<file path="src/rtl/vram_arbiter.sv">
// -----------------------------------------------------------------------------
// vram_arbiter
//
// Shares the single-port 2K x 8 synchronous text VRAM between the video
// character fetcher and a host/CPU port. Video reads always take the VRAM in
// the cycle they are requested. A CPU access is granted only in a cycle with
// no video request, and completes with a one-cycle cpu_ack two cycles after
// the grant.
//
// Ports
//   clk, reset_n          system clock (rising edge), async active-low reset
//   vid_req/vid_addr      video read request and address (never stalled)
//   vid_data/vid_valid    video read data (straight from VRAM) / request
//                         delayed by one cycle
//   cpu_req/cpu_we        CPU request (held until ack) and write select
//   cpu_addr/cpu_wdata    CPU address and write data, stable while requesting
//   cpu_rdata/cpu_ack     registered read data and one-cycle completion pulse
//   cpu_starve            current CPU request has waited >= MAX_WAIT cycles
//   sram_addr/sram_we     VRAM address mux and write enable (combinational)
//   sram_wdata/sram_rdata VRAM write data and read data (one-cycle latency)
//
// Optional build macro
//   VRAM_ARB_STATS_EN     adds stats_clr (in) and stats_wait (out, CNT_W bits):
//                         saturating count of cycles the CPU was held off by
//                         video, synchronously cleared by stats_clr.
//
// Parameters: AW, DW, MAX_WAIT, CNT_W (CNT_W at most 32).
// -----------------------------------------------------------------------------
// state | meaning
// IDLE  | no CPU access in flight; grant when CPU requests and video is idle
// DATA  | granted access is at the VRAM; read data arrives this cycle
// ACK   | cpu_ack high for this one cycle; requester drops cpu_req
// -----------------------------------------------------------------------------
module vram_arbiter #(
  parameter int AW       = 11,
  parameter int DW       = 8,
  parameter int MAX_WAIT = 16,
  parameter int CNT_W    = 16
) (
  input  logic          clk,
  input  logic          reset_n,
  input  logic          vid_req,
  input  logic [AW-1:0] vid_addr,
  output logic [DW-1:0] vid_data,
  output logic          vid_valid,
  input  logic          cpu_req,
  input  logic          cpu_we,
  input  logic [AW-1:0] cpu_addr,
  input  logic [DW-1:0] cpu_wdata,
  output logic [DW-1:0] cpu_rdata,
  output logic          cpu_ack,
  output logic          cpu_starve,
`ifdef VRAM_ARB_STATS_EN
  input  logic             stats_clr,
  output logic [CNT_W-1:0] stats_wait,
`endif
  output logic [AW-1:0] sram_addr,
  output logic          sram_we,
  output logic [DW-1:0] sram_wdata,
  input  logic [DW-1:0] sram_rdata
);

  typedef enum logic [1:0] {
    IDLE = 2'd0,
    DATA = 2'd1,
    ACK  = 2'd2
  } state_t;

  localparam logic [CNT_W-1:0] CNT_MAX = '1;

  state_t           state;
  state_t           state_next;
  logic [CNT_W-1:0] wait_cnt;
  logic [CNT_W-1:0] wait_next;
  logic [CNT_W-1:0] wait_inc;
  logic [31:0]      wait_inc_w;
  logic             starve_next;
  logic             ack_next;
  logic [DW-1:0]    rdata_next;
  logic             wr_q;
  logic             wr_next;
  logic             grant;
  logic             contend;

  // cpu_ack can only be high in ACK, so the ack term is belt-and-braces
  // protection against re-granting a request the host has not yet dropped.
  assign grant   = (state == IDLE) & cpu_req & ~vid_req & ~cpu_ack;
  assign contend = (state == IDLE) & cpu_req & vid_req;

  assign sram_addr  = vid_req ? vid_addr : cpu_addr;
  // Gate with reset so a held write request cannot corrupt VRAM while the
  // FSM sits in reset (which forces IDLE and would otherwise look like a grant).
  assign sram_we    = reset_n & grant & cpu_we;
  assign sram_wdata = cpu_wdata;
  assign vid_data   = sram_rdata;

  assign wait_inc   = (wait_cnt == CNT_MAX) ? wait_cnt : wait_cnt + CNT_W'(1);
  assign wait_inc_w = 32'(wait_inc);

  always_ff @(posedge clk or negedge reset_n) begin
    if (!reset_n) begin
      state      <= IDLE;
      wait_cnt   <= '0;
      cpu_starve <= 1'b0;
      cpu_ack    <= 1'b0;
      cpu_rdata  <= '0;
      wr_q       <= 1'b0;
      vid_valid  <= 1'b0;
    end else begin
      state      <= state_next;
      wait_cnt   <= wait_next;
      cpu_starve <= starve_next;
      cpu_ack    <= ack_next;
      cpu_rdata  <= rdata_next;
      wr_q       <= wr_next;
      vid_valid  <= vid_req;
    end
  end

  always_comb begin
    state_next  = state;
    wait_next   = wait_cnt;
    starve_next = cpu_starve;
    ack_next    = 1'b0;
    rdata_next  = cpu_rdata;
    wr_next     = wr_q;
    case (state)
      IDLE: begin
        if (grant) begin
          // Starve flag deliberately survives the grant; it clears in ACK.
          state_next = DATA;
          wait_next  = '0;
          wr_next    = cpu_we;
        end else if (contend) begin
          wait_next   = wait_inc;
          starve_next = (wait_inc_w >= 32'(MAX_WAIT));
        end else if (!cpu_req) begin
          // Request abandoned (or none): nothing is waiting any more.
          wait_next   = '0;
          starve_next = 1'b0;
        end
      end
      DATA: begin
        // Write direction captured at grant so the host may change cpu_we
        // once the access is under way without corrupting cpu_rdata.
        if (!wr_q) begin
          rdata_next = sram_rdata;
        end
        ack_next   = 1'b1;
        state_next = ACK;
      end
      ACK: begin
        ack_next    = 1'b0;
        starve_next = 1'b0;
        state_next  = IDLE;
      end
      default: begin
        state_next = IDLE;
      end
    endcase
  end

`ifdef VRAM_ARB_STATS_EN
  always_ff @(posedge clk or negedge reset_n) begin
    if (!reset_n) begin
      stats_wait <= '0;
    end else if (stats_clr) begin
      stats_wait <= '0;
    end else if (contend && (stats_wait != CNT_MAX)) begin
      stats_wait <= stats_wait + CNT_W'(1);
    end
  end
`endif

endmodule
</file>
<file path="config.mk">
export PLATFORM = sky130hd
export DESIGN_NAME = vram_arbiter
export DESIGN_NICKNAME = d
export VERILOG_FILES = /design/src/rtl/vram_arbiter.sv
export SDC_FILE = /design/constraint.sdc
export NUM_CORES = 1
export LEC_CHECK = 0
export CORE_MARGIN = 3
export CORE_UTILIZATION = 40
export CTS_BUF_LIST = sky130_fd_sc_hd__clkbuf_16
export DETAILED_ROUTE_END_ITERATION = 10
export PLACE_DENSITY_LB_ADDON = 0.12
export SLEW_MARGIN = 5
export SYNTH_ARGS = -nofsm -noshare
export SYNTH_HDL_FRONTEND = slang
export SYNTH_SLANG_ARGS = --single-unit
</file>
<file path="constraint.sdc">
create_clock -name clk -period 2.41 [get_ports clk]
set_input_delay 0.482 -clock clk [delete_from_list [all_inputs] [get_ports clk]]
set_output_delay 0.482 -clock clk [all_outputs]
set_load 0.02 [all_outputs]
</file>
=== After elaboration in Yosys (flattened, before gate mapping) ===
Index checks and enable logic that the tools add are counted.

* Flip-flop bits (word level): 30
* Input bits: 43

* Reduce and logical (&&, ||, !) cells: 6
* Bitwise operators: 9
* Magnitude comparators: 1
* Mux-type cells: 12
* Add/sub/neg operators: 1
* Equal/unequal tests: 7

{| class="wikitable"
|+ Operators with widths
! kind !! count
|-
| $mux W16 || 4
|-
| $add A16 B1 Y16 const B || 1
|-
| $eq A16 B16 Y1 const B || 1
|-
| $ge A16 B5 Y1 const B || 1
|-
| $mux W11 || 1
|-
| $and A1 B1 Y1 || 6
|-
| $reduce_and A2 Y1 || 3
|-
| $mux W1 || 4
|-
| $ne A2 B2 Y1 const B || 2
|-
| $pmux W2 S2 || 1
|-
| $ne A3 B1 Y1 const B || 1
|-
| $ne A3 B3 Y1 const B || 1
|-
| $not A1 Y1 || 3
|-
| $reduce_and A3 Y1 || 1
|-
| $eq A2 B1 Y1 const B || 1
|-
| $eq A2 B2 Y1 const B || 1
|-
| $logic_not A2 Y1 || 1
|-
| $mux W2 || 1
|-
| $pmux W1 S2 || 1
|-
| $reduce_bool A2 Y1 || 1
|}

=== Depth between registers and ports, before layout ===
Gate-level depths: netlist of the first run.

* Depth after elaboration: 6
* Depth in mapped cells: 7

=== Worst setup path before layout of the first run ===
OpenSTA, ideal clock, no wires.

* Path kind: register -> register
* Start: register wait_cnt[0]
* End: register cpu_starve
* Clock period less this slack: 1895 ps
* Data required time: 2270 ps
* Stages on the path, launching flop included: 8
* Data arrival time: 1755 ps
* Slack: 515 ps
* Library setup time: 140 ps
* Cells stage by stage: dfrtp_1 ha_1 nand4_4 nor4_4 nor3_2 xnor2_2 nor4b_1 a32oi_1

* Longest elaborated chain between the ends: 6

{| class="wikitable"
|+ RTL lines
! what !! line !! source
|-
| start: declaration || 73 || <nowiki>logic [CNT_W-1:0] wait_cnt;</nowiki>
|-
| start signal: assignment || 111 || <nowiki>wait_cnt <= wait_next;</nowiki>
|-
| $add A16 B1 Y16 / $eq A16 B16 Y1 (equally long branches) || 97 || <nowiki>assign wait_inc = (wait_cnt == CNT_MAX) ? wait_cnt : wait_cnt + CNT_W'(1);</nowiki>
|-
| $mux W16 (*) || 97 ||
|-
| $ge A16 B5 Y1 (*) || 136 || <nowiki>starve_next = (wait_inc_w >= 32'(MAX_WAIT));</nowiki>
|-
| $mux W1 (*) || 134 || <nowiki>end else if (contend) begin</nowiki>
|-
| $mux W1 (*) || 129 || <nowiki>if (grant) begin</nowiki>
|-
| $pmux W1 S2 (*) || 127 || <nowiki>case (state)</nowiki>
|-
| end signal: assignment || 112 || <nowiki>cpu_starve <= starve_next;</nowiki>
|-
| end: declaration || 52 || <nowiki>output logic cpu_starve,</nowiki>
|}

Every way passes the cells marked *; elsewhere a longest branch is shown, timed or not. The select of a mux whose other input is x is not followed.
A chain may end at the register's enable or synchronous reset.

=== Worst setup path after layout of the first run ===
Same ends and word-level chain as after synthesis.

==> flow_summary.yaml, run 1 <==
worst_setup_path:
  critical_path.top_delay_family: "simple AND/OR/NAND/NOR gates"
  regToRegSetupSlack_ns: 0.31
  crit_path_max_incr_delay_ns: 0.45
  cp-end-kind: "flop"
  path_buf_inv: 0
  cp.depth: 7
  ff2ff_path_depth: 7
  crit_type: "flop to flop"
  worstSetupStartpointType: "flop"
  cp_data_required_time_ns: 2.53
  path_max_fanout: 6
  cp_cell_sequence: "ha_1 -> nand4_4 -> nor3_2 -> and3_1 -> o211ai_1 -> nor4b_1 -> a32oi_1"
  crit_path_top_delay_cell: "dfrtp_1"
  cp.arrival_ns: 2.22
logic_synthesis:
  ys_seq_elements: 30
  syn-cell-area_um2: 1943
  avgSynthCellArea_um2: 9.572
  ys_warn_count: 0
  yosysSeqAreaShare: 0.3863
  synth_flop_cell: "dfrtp_1"
  synth_top_family_by_area: "simple AND/OR/NAND/NOR gates"
  synthArstFlopShare: 1.000
  yosys-mux-area-fraction: 0.1320
  ys_types: 46
  syn-num-nets: 247
  synthSimpleGateAreaFrac: 0.2382
  netlist_instances: 203
  synth-compound-area-share: 0.1365
  synth-edff-count: 0
  synthAdderAreaFrac: 0.006439
  synthXorXnorAreaFrac: 0.01739
timing:
  report.final.slew_viol_count: 0
  skew_ns: 0.001547
  rsz0062_at_grt: "false"
  min_period_ns: 2.099
  fin_ws_ns: 0.3110
  finalCritPeriodShare: 0.8710
  slew_headroom: 0.7115
  setup_viol_count_final: 0
  fmaxAchievable_ghz: 0.4764
  fin_hold_ws_ns: 0.5017
  max_slew.worst_pin.slew_ns: 0.4315
  hold_viol: 0
hold_path:
  hold_path_depth: 1
  hp-class: "flop to flop"
global_routing:
  antenna_found_initial: 0
  grt_max_degree: 31
  grt_pass1_wl_um: 7948
  overflow: 0
  track_usage: 0.1875
  grt_pass1_vias: 1747
pwr:
  power_frac_clock: 0.372
  seqPwrFrac: 0.341
  switching_share: 0.2686
  p_switching_mw: 0.4951
  total_power_mw: 1.843
  power.leakage_nw: 1.168
  comb_power_share: 0.287
  power.density_nw_per_um2: 663.8
  ir_worst_vdd_uv: 442.5
  p_int_mw: 1.348
die:
  die_h_um: 75.70
  rows: 24
  fp.dieW_um: 75.70
  dieArea_um2: 5730
  initial_core_util: 0.4285
  core_um2: 4534
  io_pins: 82
detailed_routing:
  firstDrtPassIters: 4
  ant_nets: 0
  drcViolationCount: 0
  vias_per_cell: 5.328
  detail_route.wl_per_cell_um: 15.05
  vias: 1753
  wl_um: 4950
  drt_iter0_markers: 190
clocking:
  cts_hold_buf: 0
  insertion_delay_ns: 0.27
  cts-buffers-inserted: 5
  htree_levels: 2
  clk_pin_slew_ns: 0.05
  postCtsSetupRepairBufs: 0
  cts_tree: "built"
  cts_buffer_depth: 2
  root_buffer: "clkbuf_16"
  clkSinkCount: 30
  cts_resized: 12
layout:
  fin_util: 0.6123
  finalNonFillerCells: 329
  final_layout_size_suffix_gt1_frac: 0.2083
  fillCellCount: 396
  regArea_um2: 750.7
  syn_to_final_growth_pct: 42.88
  nets: 308
  final_common_cell: "clkdlybuf4s50_1"
  multi_input_area_um2: 1037
  diodes: 0
  final_cell_mix: "52 x clkdlybuf4s50_1, 30 x dfrtp_1, 21 x mux2_2, 20 x o21ai_0, 19 x nor2_1"
placement:
  dp_hpwl_um: 3768
  gp_congestion: 0.8633
  placed_cells: 322
  io_buffers: 65
  dp_slack_ns: -0.2327
status:
  status: "finished, final reports clean"
flow_run:
  cap_violations: 0
==> cells in the mapped netlist (all sizes together), types with 2 or more instances <==
| cell | instances | area [um^2] |
|---|---|---|
| o21ai | 20 | 100.1 |
| inv | 4 | 15.01 |
| mux2 | 21 | 236.5 |
| nand2b | 2 | 12.51 |
| buf | 20 | 138.9 |
| xnor2 | 2 | 25.03 |
| nor3 | 7 | 56.31 |
| dfrtp | 30 | 750.7 |
| clkbuf | 2 | 7.510 |
| nand3 | 8 | 65.06 |
| nand2 | 18 | 67.56 |
| mux2i | 2 | 20.02 |
| a22o | 2 | 17.52 |
| a21oi | 14 | 70.07 |
| nor4 | 2 | 27.53 |
| nor2 | 20 | 82.58 |
| nand4 | 7 | 80.07 |
| and3 | 3 | 20.02 |
| nor2b | 3 | 18.77 |
| or2 | 2 | 15.02 |
==> kinds of logic (layout without fill, tap and decap cells) <==
family / count (synthesis) / in the layout
AOI/OAI and AO/OA: 46 / 46
xor gates and xnor gates: 3 / 3
adders and majority gates: 1 / 1
buffers and inverters: 26 / 87
DFF: 30 / 30
muxes: 23 / 23
and+or+nand+nor: 74 / 74
==> flip-flops by register name, indices dropped and copies added, names as in the netlist <==
signal / count
state: 2
wait_cnt: 16
cpu_starve: 1
cpu_ack: 1
cpu_rdata: 8
vid_valid: 1
wr_q: 1
==> per-stage QoR <==
stage	TNS [ns]	instance area, um^2
final	0	2776
after floorplan	0	1943
after CTS	0	2768
after global placement	-2.558	2624
after global routing	0	2776
after detailed placement	-2.365	2624
==> cell type report <==
type / count / share of cell area
sequential: 30 / 0.2704
clock inverter: 2 / 0.01217
multi-input combinational: 147 / 0.3736
tap: 65 / 0.02929
inverter: 4 / 0.005408
timing repair buffer: 76 / 0.2641
clock buffer: 5 / 0.04507
==> worst paths after layout <==
path / start / endpoint
max in group asynchronous: reset_n / wait_cnt[7]
worst max-delay path: wait_cnt[0] / cpu_starve
min in group asynchronous: reset_n / wait_cnt[3]
worst max register to register: wait_cnt[0] / cpu_starve
worst min-delay path: cpu_rdata[3] / cpu_rdata[3]
worst min register to register: cpu_rdata[3] / cpu_rdata[3]
==> power by group through the flow <==
stage / registers, mW / logic (mW) / clock network (mW)
4_1_cts: 0.629 / 0.539 / 0.694
3_5_place_dp: 0.636 / 0.547 / 0
6_report: 0.628 / 0.529 / 0.686
5_1_grt: 0.642 / 0.564 / 0.718
3_3_place_gp: 0.632 / 0.544 / 0
2_1_floorplan: 0.720 / 0.189 / 0
==> layer usage <==
layer | track usage | vias to the layer above | part of all wire
li1 | - | 843 | -
met1 | 0.2305 | 824 | 0.41
met2 | 0.3135 | 75 | 0.50
met3 | 0.06069 | 11 | 0.078
met4 | 0.05631 | 0 | 0.013
met5 | 0 | - | 0
(Power assumes the default switching activity.)
==> run 2, diff against run 1 <==
--- a/config.mk
+++ b/config.mk
@@ -9,6 +9,7 @@
 export CORE_UTILIZATION = 40
 export CTS_BUF_LIST = sky130_fd_sc_hd__clkbuf_16
 export DETAILED_ROUTE_END_ITERATION = 10
+export GPL_TIMING_DRIVEN = 1
 export PLACE_DENSITY_LB_ADDON = 0.12
 export SLEW_MARGIN = 5
 export SYNTH_ARGS = -nofsm -noshare
==> results of run 2 <==
Final layout, timing and power as in run 1 (identical DEF).
